$ cat src/rtl/rgb2gray_fifo_writer_if.sv
// Stream and FIFO-write signal bundle for rgb2gray_fifo_writer.
// master = the converter block, slave = source/FIFO environment.
interface rgb2gray_fifo_writer_if #(
  parameter int PIXEL_SIZE = 8,
  parameter int IMG_WIDTH  = 640
);
  logic                          rgb_valid;
  logic                          rgb_ready;
  logic [3*PIXEL_SIZE-1:0]       rgb_data;
  logic                          cnv_avr_fifo_wr_en;
  logic [PIXEL_SIZE-1:0]         cnv_avr_fifo_wr_data;
  logic                          cnv_avr_fifo_full;
  logic                          cnv_avr_wr_ack;
  logic [$clog2(IMG_WIDTH):0]    cnv_avr_fifo_data_count;

  modport master (
    input  rgb_valid, rgb_data, cnv_avr_fifo_full, cnv_avr_wr_ack, cnv_avr_fifo_data_count,
    output rgb_ready, cnv_avr_fifo_wr_en, cnv_avr_fifo_wr_data
  );

  modport slave (
    output rgb_valid, rgb_data, cnv_avr_fifo_full, cnv_avr_wr_ack, cnv_avr_fifo_data_count,
    input  rgb_ready, cnv_avr_fifo_wr_en, cnv_avr_fifo_wr_data
  );
endinterface

$ cat src/rtl/rgb2gray_fifo_writer.sv
// RGB->gray converter writing into the gray FIFO with credit-based input throttling.
// Optional GRAY_ROUND_EN selects round-to-nearest instead of truncation.
module rgb2gray_fifo_writer #(
  parameter int IMG_WIDTH  = 640,
  parameter int IMG_LENGTH = 640,
  parameter int PIXEL_SIZE = 8
) (
  input  logic                   clk,
  input  logic                   rst_n,
  input  logic                   start,
  rgb2gray_fifo_writer_if.master bus,
  output logic                   busy,
  output logic                   frame_done,
  output logic                   wr_drop_err
);
  localparam int COEF_W = 8;
  localparam int SUM_W  = 2 * PIXEL_SIZE;
  localparam int CNT_W  = $clog2(IMG_WIDTH) + 1;
  localparam int COL_W  = (IMG_WIDTH > 1) ? $clog2(IMG_WIDTH) : 1;
  localparam int ROW_W  = (IMG_LENGTH > 1) ? $clog2(IMG_LENGTH) : 1;

  localparam logic [COEF_W-1:0] COEF_R = COEF_W'(77);
  localparam logic [COEF_W-1:0] COEF_G = COEF_W'(150);
  localparam logic [COEF_W-1:0] COEF_B = COEF_W'(29);
  localparam logic [COL_W-1:0]  COL_LAST   = COL_W'(IMG_WIDTH - 1);
  localparam logic [ROW_W-1:0]  ROW_LAST   = ROW_W'(IMG_LENGTH - 1);
  localparam logic [CNT_W:0]    CREDIT_LIM = (CNT_W + 1)'(IMG_WIDTH);

  typedef enum logic [1:0] {S_IDLE, S_ACTIVE, S_FLUSH, S_DONE} state_t;

  state_t                  state, state_nxt;
  logic [COL_W-1:0]        col;
  logic [ROW_W-1:0]        row;
  logic [1:0]              inflight, inflight_nxt;
  logic [CNT_W:0]          credit_sum;
  logic                    accept;
  logic                    last_pix;
  logic                    vld_p1, vld_p2, vld_p3;
  logic [SUM_W-1:0]        sum_p1;
  logic [PIXEL_SIZE-1:0]   gray_p2;

  function automatic logic [SUM_W-1:0] luma_sum(input logic [3*PIXEL_SIZE-1:0] rgb);
    logic [SUM_W-1:0] r, g, b;
    r = SUM_W'(rgb[3*PIXEL_SIZE-1 -: PIXEL_SIZE]);
    g = SUM_W'(rgb[2*PIXEL_SIZE-1 -: PIXEL_SIZE]);
    b = SUM_W'(rgb[PIXEL_SIZE-1:0]);
    return r * SUM_W'(COEF_R) + g * SUM_W'(COEF_G) + b * SUM_W'(COEF_B);
  endfunction

  function automatic logic [PIXEL_SIZE-1:0] scale_gray(input logic [SUM_W-1:0] s);
`ifdef GRAY_ROUND_EN
    return PIXEL_SIZE'((s + SUM_W'(1 << (PIXEL_SIZE - 1))) >> PIXEL_SIZE);
`else
    return PIXEL_SIZE'(s >> PIXEL_SIZE);
`endif
  endfunction

  assign credit_sum = {1'b0, bus.cnv_avr_fifo_data_count} + (CNT_W + 1)'(inflight);
  assign accept     = bus.rgb_valid && bus.rgb_ready;
  assign last_pix   = (col == COL_LAST) && (row == ROW_LAST);

  // The write for a pixel leaves inflight one cycle after wr_en, acked or not.
  always_comb begin
    inflight_nxt = inflight;
    case ({accept, vld_p3})
      2'b10:   inflight_nxt = inflight + 2'd1;
      2'b01:   inflight_nxt = inflight - 2'd1;
      default: inflight_nxt = inflight;
    endcase
  end

  always_ff @(posedge clk) begin
    if (rst_n) state <= S_IDLE;
    else       state <= state_nxt;
  end

  always_comb begin
    state_nxt = state;
    case (state)
      S_IDLE:   if (start) state_nxt = S_ACTIVE;
      S_ACTIVE: if (accept && last_pix) state_nxt = S_FLUSH;
      S_FLUSH:  if (inflight_nxt == 2'd0) state_nxt = S_DONE;
      S_DONE:   state_nxt = S_IDLE;
      default:  state_nxt = S_IDLE;
    endcase
  end

  always_comb begin
    busy          = (state != S_IDLE);
    frame_done    = (state == S_DONE);
    bus.rgb_ready = (state == S_ACTIVE) && !bus.cnv_avr_fifo_full && (credit_sum < CREDIT_LIM);
  end

  always_ff @(posedge clk) begin
    if (rst_n) begin
      col         <= '0;
      row         <= '0;
      inflight    <= '0;
      vld_p1      <= 1'b0;
      vld_p2      <= 1'b0;
      vld_p3      <= 1'b0;
      wr_drop_err <= 1'b0;
    end else begin
      inflight <= inflight_nxt;
      vld_p1   <= accept;
      vld_p2   <= vld_p1;
      vld_p3   <= vld_p2;
      if (vld_p3 && !bus.cnv_avr_wr_ack) wr_drop_err <= 1'b1;
      if (state == S_IDLE && start) begin
        col <= '0;
        row <= '0;
      end else if (accept) begin
        if (col == COL_LAST) begin
          col <= '0;
          row <= row + 1'b1;
        end else begin
          col <= col + 1'b1;
        end
      end
    end
  end

  // Stage 1: weighted channel sum
  always_ff @(posedge clk) begin
    if (accept) sum_p1 <= luma_sum(bus.rgb_data);
  end

  // Stage 2: scaled gray value presented to the FIFO
  always_ff @(posedge clk) begin
    if (rst_n)       gray_p2 <= '0;
    else if (vld_p1) gray_p2 <= scale_gray(sum_p1);
  end

  assign bus.cnv_avr_fifo_wr_en   = vld_p2;
  assign bus.cnv_avr_fifo_wr_data = gray_p2;
endmodule

$ cat src/flat_wrapper.sv
// flat-port wrapper written by rule: the top's interface ports become plain ports
module rgb2gray_fifo_writer_flat 
#(
  parameter int IMG_WIDTH  = 640,
  parameter int IMG_LENGTH = 640,
  parameter int PIXEL_SIZE = 8
)
  (clk, rst_n, start, busy, frame_done, wr_drop_err, bus_rgb_valid, bus_rgb_data, bus_cnv_avr_fifo_full, bus_cnv_avr_wr_ack, bus_cnv_avr_fifo_data_count, bus_rgb_ready, bus_cnv_avr_fifo_wr_en, bus_cnv_avr_fifo_wr_data);
  rgb2gray_fifo_writer_if #(.PIXEL_SIZE(PIXEL_SIZE), .IMG_WIDTH(IMG_WIDTH)) bus_i ();
  input  logic clk;
  input  logic rst_n;
  input  logic start;
  output logic busy;
  output logic frame_done;
  output logic wr_drop_err;
  input wire logic [$bits(bus_i.rgb_valid)-1:0] bus_rgb_valid;
  input wire logic [$bits(bus_i.rgb_data)-1:0] bus_rgb_data;
  input wire logic [$bits(bus_i.cnv_avr_fifo_full)-1:0] bus_cnv_avr_fifo_full;
  input wire logic [$bits(bus_i.cnv_avr_wr_ack)-1:0] bus_cnv_avr_wr_ack;
  input wire logic [$bits(bus_i.cnv_avr_fifo_data_count)-1:0] bus_cnv_avr_fifo_data_count;
  output wire logic [$bits(bus_i.rgb_ready)-1:0] bus_rgb_ready;
  output wire logic [$bits(bus_i.cnv_avr_fifo_wr_en)-1:0] bus_cnv_avr_fifo_wr_en;
  output wire logic [$bits(bus_i.cnv_avr_fifo_wr_data)-1:0] bus_cnv_avr_fifo_wr_data;
  assign bus_i.rgb_valid = bus_rgb_valid;
  assign bus_i.rgb_data = bus_rgb_data;
  assign bus_i.cnv_avr_fifo_full = bus_cnv_avr_fifo_full;
  assign bus_i.cnv_avr_wr_ack = bus_cnv_avr_wr_ack;
  assign bus_i.cnv_avr_fifo_data_count = bus_cnv_avr_fifo_data_count;
  assign bus_rgb_ready = bus_i.rgb_ready;
  assign bus_cnv_avr_fifo_wr_en = bus_i.cnv_avr_fifo_wr_en;
  assign bus_cnv_avr_fifo_wr_data = bus_i.cnv_avr_fifo_wr_data;
  rgb2gray_fifo_writer #(.IMG_WIDTH(IMG_WIDTH), .IMG_LENGTH(IMG_LENGTH), .PIXEL_SIZE(PIXEL_SIZE)) u_core (.clk(clk), .rst_n(rst_n), .start(start), .bus(bus_i), .busy(busy), .frame_done(frame_done), .wr_drop_err(wr_drop_err));
endmodule
$ cat config.mk
export PLATFORM = sky130hd
export DESIGN_NAME = rgb2gray_fifo_writer_flat
export DESIGN_NICKNAME = d
export VERILOG_FILES = /design/src/rtl/rgb2gray_fifo_writer_if.sv /design/src/rtl/rgb2gray_fifo_writer.sv /design/src/flat_wrapper.sv
export SDC_FILE = /design/constraint.sdc
export NUM_CORES = 1
export LEC_CHECK = 0
export ABC_AREA = 0
export CAP_MARGIN = 20
export CORE_MARGIN = 8
export CORE_UTILIZATION = 55
export DETAILED_ROUTE_END_ITERATION = 10
export PLACE_DENSITY = 0.74
export REMOVE_ABC_BUFFERS = 1
export SETUP_SLACK_MARGIN = 0.05
export SLEW_MARGIN = 20
export SYNTH_ARGS = -nofsm -noshare
export SYNTH_HDL_FRONTEND = slang
export SYNTH_SLANG_ARGS = --single-unit
$ cat constraint.sdc
create_clock -name clk -period 19.9 [get_ports clk]
set_clock_uncertainty 0.05 [all_clocks]
set_input_delay 2.985 -clock clk [delete_from_list [all_inputs] [get_ports clk]]
set_output_delay 2.985 -clock clk [all_outputs]
set_load 0.02 [all_outputs]
Word-level counts from Yosys, hierarchy flattened
Index checks and enable logic that the tools add are counted.
W data, S select, Z words.
{ "word_totals": {"word_cells": 52, "out_inout_bits": 13, "inputBits": 41, "ff_bits": 52} }
{ "op_classes": {"n_mul": 3, "muxes": 6, "reduce_logical": 15, "addsub": 7, "magnitude_cmp": 1, "eq_ne": 10} }
{ "ops": {"columns": ["operator", "count"], "rows": [
  ["$mul A8 B7 Y15 const B", 2],
  ["$add A10 B1 Y10 const B", 2],
  ["$eq A10 B10 Y1 const B", 2],
  ["$add A15 B16 Y16", 1],
  ["$add A16 B13 Y16", 1],
  ["$mul A8 B5 Y13 const B", 1],
  ["$add A11 B2 Y12", 1],
  ["$lt A12 B10 Y1 const B", 1],
  ["$mux W10", 1],
  ["$pmux W2 S4", 1],
  ["$logic_and A1 B1 Y1", 7],
  ["$eq A2 B2 Y1 const B", 3],
  ["$mux W2", 3],
  ["$eq A2 B1 Y1 const B", 2],
  ["$logic_not A2 Y1", 2],
  ["$ne A2 B1 Y1 const B", 2],
  ["$pmux W2 S2", 1],
  ["$reduce_and A3 Y1", 1],
  ["$add A2 B1 Y2 const B", 1],
  ["$logic_not A1 Y1", 2],
  ["$ne A2 B2 Y1 const B", 1],
  ["$reduce_and A2 Y1", 1],
  ["$reduce_bool A2 Y1", 1],
  ["$reduce_or A2 Y1", 1],
  ["$sub A2 B1 Y2 const B", 1]
]} }

Depth between registers and ports, before layout
{ "depth": {"ltp_word": 9, "depth_mapped": 24, "depth_no_buf": 24} }

Least setup slack after synthesis
No wires, ideal clock.
{ "synth_timing": {"path_kind": "input to register", "start": "in bus_rgb_data[12]", "end": "reg u_core.sum_p1[15] (data pin)", "slack_ns": 11.111, "stages": 21, "n_path_buf": 0, "arrival_ns": 8.480, "path_cell_list": "ha_1 > ha_1 > inv_1 > fa_1 > inv_1 > fa_1 > ha_1 > xnor2_1 > fa_1 > fa_1 > inv_1 > fa_1 > fa_1 > inv_1 > ha_1 > nand2_1 > a21oi_1 > o21ai_0 > a21boi_0 > a41oi_1 > xnor2_1"} }
{ "synth_via": {"elab_chain_cells": 3} }
{ "synth_lines": {"columns": ["item", "line", "rtl"], "rows": [
  ["start: declaration", "flat_wrapper.sv:17", "input wire logic [$bits(bus_i.rgb_data)-1:0] bus_rgb_data;"],
  ["$mul A8 B7 Y15", "rgb2gray_fifo_writer.sv:47", "return r * SUM_W'(COEF_R) + g * SUM_W'(COEF_G) + b * SUM_W'(COEF_B);"],
  ["$add A15 B16 Y16", "rgb2gray_fifo_writer.sv:47", null],
  ["$add A16 B13 Y16", "rgb2gray_fifo_writer.sv:47", null],
  ["end signal: assignment", "rgb2gray_fifo_writer.sv:125", "if (accept) sum_p1 <= luma_sum(bus.rgb_data);"],
  ["end: declaration", "rgb2gray_fifo_writer.sv:39", "logic [SUM_W-1:0] sum_p1;"]
]} }
No other way between the ends.
A chain may end at the register's enable or synchronous reset.

Final worst setup path
Same ends and word-level chain as after synthesis.

==> results_dict.tcl <==
set metrics [dict create \
    htree_levels 2 \
    rsz0062_at_grt "no" \
    setup_tns_ns 0 \
    post_cts_resized 0 \
    drt-wirelength-per-cell_um 13.9 \
    cp-start-kind "primary input" \
    path_class "in2reg" \
    dp_hpwl_um 8390 \
    core_mm2 0.00911 \
    start_util_pct 55.9 \
    final_cell_area_mm2 0.00581 \
    drc 0 \
    synth.ff_latch_count 44 \
    dieArea_mm2 0.0126 \
    cp.arrival_ns 9.46 \
    antenna_found_initial 0 \
    relSlewSlack_pct 49.4 \
    clk_pin_slew_worst_paths_ns 0.07 \
    io_pins 54 \
    num_rows 35 \
    min_path_cells 1 \
    r2r_cells 11 \
    synth_warnings 0 \
    outcome "complete, no violations" \
    die_w_um 112 \
    cts_buffers 5 \
    layout-drive-gt1-share_pct 2.58 \
    p_per_area_mw_per_mm2 158 \
    period_minus_slack_ns 9.46 \
    grt_pass1_wl_um 17000 \
    antenna_cells 0 \
    final_common_cell "inv_1" \
    grt_use_total_pct 15.9 \
    ir_worst_vdd_mv 0.0860 \
    slew_violations 0 \
    finalSetupViolCount 0 \
    via_count 3702 \
    postRouteAntennaNets 0 \
    clock_latency_ns 0.29 \
    cts.sinks 44 \
    synth_top_flop_cell "dfxtp_1" \
    wl_um 9660 \
    crit_required_ns 19.89 \
    drt_iter0_drc 83 \
    n_fill_cell 752 \
    cts_setup_buffers 0 \
    syn_to_final_growth_pct 14.1 \
    avgViaCountPerCell 5.34 \
    gr-total-overflow 0 \
    ys_seq_area_share_pct 18.9 \
    root_buffer "clkbuf_8" \
    clock_path_buffers 2 \
    syn_avg_cell_area_um2 9.65 \
    placed_area_mm2 0.00573 \
    worst_slew_pin_slew_ns 0.759 \
    ys_types 55 \
    drt_pass1_iterations 4 \
    power.total_mw 0.920 \
    syn-cell-area_mm2 0.00509 \
    syn_inst 528 \
    grt_max_degree 21 \
    grt_pass1_vias 3855 \
    finalNonFillerCells 693 \
    layout.cells.most_common_list "98 x inv_1, 93 x ha_1, 55 x fa_1" \
    holdWs_ns 0.416 \
    path_max_fanout 6 \
    ctsHoldBuffers 0 \
    period_share_pct 47.6 \
    die_h_um 112 \
    cp-end-kind "flip-flop" \
    async_flop_share_pct 0 \
    hp-class "reg2reg" \
    layout.nets 770 \
    fmax_mhz 106 \
    cts_tree "done" \
    total_leakage_power_nw 2.73 \
    gp_congestion 0.860 \
    placedCellCount 685 \
    hold_violations 0 \
    cap_viol_max_count 0 \
    synth_edf_count 8 \
    place.port_buffers 53 \
]
power breakdown:
part           internal [mW]  leakage [nW]  switching, mW  total [mW]
registers              0.136         0.362        0.00300       0.139
clock network         0.0247        0.0422         0.0288      0.0534
logic                  0.334          2.32          0.394       0.728
total                  0.494          2.73          0.426       0.920
critical path, cell delays in order:
cell	delay [ns]
clkdlybuf4s50_1	0.49
ha_1	0.34
ha_1	0.27
inv_1	0.05
fa_1	0.53
inv_1	0.05
fa_1	0.45
ha_1	0.38
xnor2_1	0.24
fa_1	0.47
fa_1	0.52
inv_1	0.05
fa_1	0.47
fa_1	0.55
inv_1	0.04
ha_1	0.32
nand2_1	0.06
a21oi_1	0.09
o21ai_0	0.12
a21boi_0	0.58
a41oi_1	0.23
xnor2_1	0.17
synthesized netlist by cell type (5+ instances only):
master    number  area share, %
nand2_1       20            1.5
a21o_1         8            1.2
nand4_1       10            1.2
edfxtp_1       8            4.7
and3_1         5           0.61
o21ai_0       20            2.0
xnor2_1       17            2.9
mux2i_1       10            2.0
or3_1          5           0.61
nand3_1        8           0.79
nor3_1         6           0.59
dfxtp_1       36             14
inv_1         98            7.2
ha_1          93             23
nor2_1        36            2.7
clkbuf_1       6           0.44
fa_1          55             22
a21oi_1       18            1.8
xor2_1        15            2.6
path summary, 6_finish.rpt:
kind	start	endpoint	slack, ns
setup / recovery	bus_rgb_data[12]	u_core.sum_p1[15]	10.44
hold / removal	u_core.bus.cnv_avr_fifo_wr_en	u_core.vld_p3	0.42
setup reg to reg	u_core.inflight[1]	u_core.state[0]	16.56
hold reg to reg	u_core.bus.cnv_avr_fifo_wr_en	u_core.vld_p3	0.42
per-layer routing:
metal  track usage (%)  part of all wire, %  up-vias
met5                 0                    0        -
met4              3.96                 0.98        0
met3              2.25                  3.4       10
met2              28.0                   48       71
met1              19.9                   48     1759
li1                  -                    -     1862
cell families after synthesis:
logic type	share of synthesized area, %
AO/OA/AOI/OAI	9.63
XOR/XNOR	5.50
adder cells (fa/ha/maj)	44.5
buffers and inverters	7.96
flip-flops	18.9
multiplexers	1.96
AND/OR/NAND/NOR	11.6
metrics by stage:
step | setup WS [ns] | util, %
after detailed placement | 10.10 | 62.9
after global routing | 10.04 | 63.8
after global placement | 10.29 | 62.9
after CTS | 10.42 | 63.8
after floorplan | 11.11 | -
final | 10.44 | 63.8
state kept, by name, summed over array words and instances (netlist names):
register,count
u_core.bus.cnv_avr_fifo_wr_data,8
u_core.bus.cnv_avr_fifo_wr_en,1
u_core.col,10
u_core.inflight,2
u_core.row,10
u_core.state,2
u_core.sum_p1,8
u_core.vld_p1,1
u_core.vld_p3,1
u_core.wr_drop_err,1
area by class of cell:
type	count	area, µm²	share of cell area, %
Inverter	99	372	6.39
Clock buffer	7	76.3	1.31
Tap cell	111	139	2.39
Clock inverter	1	5.00	0.0861
Timing Repair Buffer	53	531	9.13
Sequential cell	44	961	16.5
Multi-Input combinational cell	378	3730	64.2
Note: power is estimated with default switching activity, not from simulation.
==> patch 1, RTL diff (config.mk and constraints unchanged) <==
Add a define of `GRAY_ROUND_EN`.
--- a/src/rtl/rgb2gray_fifo_writer.sv
+++ b/src/rtl/rgb2gray_fifo_writer.sv
@@ -1,4 +1,6 @@
 // RGB->gray converter writing into the gray FIFO with credit-based input throttling.
 // Optional GRAY_ROUND_EN selects round-to-nearest instead of truncation.
+`define GRAY_ROUND_EN
+
 module rgb2gray_fifo_writer #(
   parameter int IMG_WIDTH  = 640,
Behaviour: not the same (Yosys sat finds a counterexample within 4 cycles, from zero or initial values and one cycle with rst_n high).
==> patch 1 against the original RTL <==
- wire length is 0.80% higher
- largest cell class unchanged
- sequential cell count grew 1
- cell area rose by 1.8%
- via count about the same
- count of clock-buffer cells in the layout up 1
- area after synthesis up 1.3%
- setup slack improved by 0.21 ns
- largest power group unchanged
- power grew 1.2%
- global-route usage grew 0.20 points
- register-to-register slack got worse by 0.14 ns
==> patch 1: results (changes against the original RTL) <==
stage	metric	value	unit	change
final_layout	layout cells sized above 1	3.584	%	+1.0 points
timing	Worst Tran Pin Value	0.7493	ns	-0.009800 ns
routing	detailed-route wire length per cell	13.97	um	+0.22%
placement	placed insts	689		+0.58%
logic_synthesis	Compound-Gate Fraction of Synth Area	9.871	%	+0.24 points
timing	hold_ws	0.4333	ns	+0.01725 ns
routing	metal3 WL	441	um	+34%
global_routing	largest net degree at the start of global routing	18		-14%
global_routing	GR Util met1	20.81	%	+0.89 points
critical_path	CP max FO	4		-2
timing	fin crit period	9.259	ns	-0.2057 ns
logic_synthesis	Synth cell types	49		-11%
power	internal power	0.0005114	W	+3.4%
global_routing	vias in the first global route	3877		+0.57%
placement	GP Congestion	0.8583		-0.14%
global_routing	first-pass GRT wire length	17220	um	+1.4%
critical_path	r2r setup slk	16.42	ns	-0.14 ns
logic_synthesis	number of synthesized flops with an enable pin	9		+1
critical_path	Worst path max stage delay	0.55	ns	-0.03 ns
power	Peak VDD IR	0.1261	mV	+47%
power	Combinational Power Share	77.4	%	-1.7 points
logic_synthesis	Post-Synth XOR/XNOR Area	6.718	%	+1.2 points
logic_synthesis	mux contribution to synthesized area	0.5821	%	-1.4 points
routing	final WL	9740	um	+0.80%
logic_synthesis	Area contributors post-synth	ha_1 23%, fa_1 21%, dfxtp_1 14%, inv_1 7.1%, edfxtp_1 5.2%		
logic_synthesis	Post-Synth Adder-Cell Area	44.14	%	-0.31 points
placement	DP Area	5804	um^2	+1.3%
clocking	clock-pin slew on the worst setup and hold paths	0.09	ns	+0.02 ns
critical_path	Arrival @ worst endpoint	9.23	ns	-0.23 ns
status	status	finished, final reports clean		
logic_synthesis	Mapped Cells	531		+0.57%
global_routing	global routing met3 resource utilization	3.035	%	+0.78 points
critical_path	RR Endpoint	u_core.state[1]$_SDFFE_PP0P_		
global_routing	met2 usage	27.93	%	-0.048 points
patch 1: changes by cell type in the layout (fill, tap and decap cells not counted), sizes merged, moves of 4 or more:
cell	delta
a21o	-4
xnor2	+8
nor3	+10
o21ai	-10
o21a	+7
nor2	+4
and3	-4
or3	+4
nand4	-6
mux2i	-7
a211oi	+7
o211ai	+4
patch 1: worst reg2reg max path, delay by kind of cell (launching register included):
family / cells / cell delay, ns
multiplexers: 1 / 0.24
flip-flops: 1 / 0.39
adder cells (fa/ha/maj): 2 / 0.74
AND/OR/NAND/NOR: 2 / 0.24
AO/OA/AOI/OAI: 6 / 1.70
patch 1: final cells by class:
cell class / count / area [um^2] / area share [%]
repair buffers: 53 / 530.5 / 8.968
flip-flops and latches: 45 / 991.0 / 16.75
inverters: 98 / 367.9 / 6.218
clock buffers: 8 / 111.4 / 1.882
multi-input cells: 382 / 3776 / 63.83
well taps: 111 / 138.9 / 2.348
==> patch 2, RTL diff (same settings) <==
Made on the original files. Put one more register stage on the output `wr_drop_err`, with the module's reset. The value now appears one clock later. The other outputs are not delayed to match.
--- a/src/rtl/rgb2gray_fifo_writer.sv
+++ b/src/rtl/rgb2gray_fifo_writer.sv
@@ -28,4 +28,6 @@
 
   typedef enum logic [1:0] {S_IDLE, S_ACTIVE, S_FLUSH, S_DONE} state_t;
+
+  logic wr_drop_err_s0;
 
   state_t                  state, state_nxt;
@@ -100,5 +102,5 @@
       vld_p2      <= 1'b0;
       vld_p3      <= 1'b0;
-      wr_drop_err <= 1'b0;
+      wr_drop_err_s0 <= 1'b0;
     end else begin
       inflight <= inflight_nxt;
@@ -106,5 +108,5 @@
       vld_p2   <= vld_p1;
       vld_p3   <= vld_p2;
-      if (vld_p3 && !bus.cnv_avr_wr_ack) wr_drop_err <= 1'b1;
+      if (vld_p3 && !bus.cnv_avr_wr_ack) wr_drop_err_s0 <= 1'b1;
       if (state == S_IDLE && start) begin
         col <= '0;
@@ -134,4 +136,12 @@
   assign bus.cnv_avr_fifo_wr_en   = vld_p2;
   assign bus.cnv_avr_fifo_wr_data = gray_p2;
+  always_ff @(posedge clk) begin
+    if (rst_n) begin
+      wr_drop_err <= '0;
+    end else begin
+      wr_drop_err <= wr_drop_err_s0;
+    end
+  end
+
 endmodule
 
Check against the original RTL: not equivalent (Yosys sat finds a counterexample within 10 cycles, from zero or initial values and one cycle with rst_n high).
==> patch 2 against the original RTL <==
- area after synthesis shrank 2.7%
- sequential cell count grew 1
- count of clock-buffer cells in the layout grew 1
- combinational power shrank 6.5%
- cell area shrank 1.7%
- power shrank 4.0%
- setup slack gained 0.20 ns
- wire length grew 1.5%
- critical path depth grew 3
- core utilization grew 1.7 points
- first-iteration DRC count grew 6.0%
- cell count shrank 2.6%
==> patch 2: results (changes against the original RTL) <==
stage	metric	value	unit	change
logic_synthesis	Mapped Cells	512		-3.0%
status	status	finished, final reports clean		
placement	DP Area	5603	um^2	-2.2%
global_routing	GRT Total Usage	16.54	%	+0.66 points
critical_path	Arrival @ worst endpoint	9.25	ns	-0.21 ns
placement	GP Congestion	0.8454		-1.6%
critical_path	cell count of the worst reg-to-reg path	13		+2
final_layout	fin nets	755		-1.9%
routing	drt via density	5.258		-1.6%
routing	detailed-route wire length per cell	14.52	um	+4.2%
clocking	clock root buffer	clkbuf_8		
logic_synthesis	Synth cell types	42		-24%
placement	placed insts	667		-2.6%
min_path	Hold EP	u_core.wr_drop_err$_SDFF_PP0_		
critical_path	CP max stage cell	clkdlybuf4s50_1		
final_layout	# fillers	722		-4.0%
critical_path	Critical path origin	bus_rgb_data[13]		
critical_path	RR Endpoint	u_core.state[1]$_SDFFE_PP0P_		
timing	Worst Tran Pin Value	0.6575	ns	-0.1016 ns
critical_path	r2r setup slk	16.76	ns	+0.20 ns
final_layout	layout cells sized above 1	3.351	%	+0.77 points
logic_synthesis	synth warn	0		unchanged
min_path	Hold Startpoint	u_core.wr_drop_err_s0$_SDFFE_PP0P_		
placement	HPWL Detailed	8517	um	+1.5%
global_routing	largest net degree at the start of global routing	19		-9.5%
patch 2: cell families after synthesis:
logic type | after synthesis | synth area share (%)
mux | 10 | 2.018
fa+ha+maj | 148 | 45.66
simple gates | 112 | 11.10
xor+xnor | 30 | 5.298
buf+inv | 104 | 7.871
flops | 45 | 19.78
compound gates | 63 | 8.275
patch 2: through the flow:
stage / hold WS (ns) / total power [W] / setup WS, ns / utilization, %
2_1_floorplan: 0.3790 / 0.0006815 / 11.25 / -
3_3_place_gp: 0.3919 / 0.0007958 / 10.51 / 64.25
3_5_place_dp: 0.4114 / 0.0008229 / 10.30 / 64.25
4_1_cts: 0.4235 / 0.0008927 / 10.61 / 65.52
5_1_grt: 0.4437 / 0.001001 / 10.33 / 65.52
6_report: 0.4255 / 0.0008832 / 10.63 / 65.52
patch 2: layout make-up:
type                    instances  area share [%]
multi-input cells             363           62.80
repair buffers                 53           9.284
clock buffers                   8           1.949
flip-flops and latches         45           17.17
inverters                      98           6.437
well taps                     108           2.365
patch 2: layer usage:
| layer | part of all wire, % | vias to the layer above | global-route usage, % |
|---|---|---|---|
| li1 | - | 1787 | - |
| met1 | 46 | 1689 | 20.52 |
| met2 | 50 | 65 | 29.61 |
| met3 | 2.8 | 8 | 2.165 |
| met4 | 0.95 | 0 | 3.604 |
| met5 | 0 | - | 0 |
patch 2: power by group:
part	internal [W]	total [W]	switching (W)
clock	0.0000359	0.0000650	0.0000291
sequential	0.000134	0.000137	0.00000297
combinational	0.000311	0.000681	0.000370
patch 2: worst register-to-register path: cells and delay by family, from the launching register on:
family	cells	cell delay [ns]
AO/OA/AOI/OAI	7	1.22
adder cells (fa/ha/maj)	2	0.62
AND/OR/NAND/NOR	3	0.55
flip-flops	1	0.35
multiplexers	1	0.21
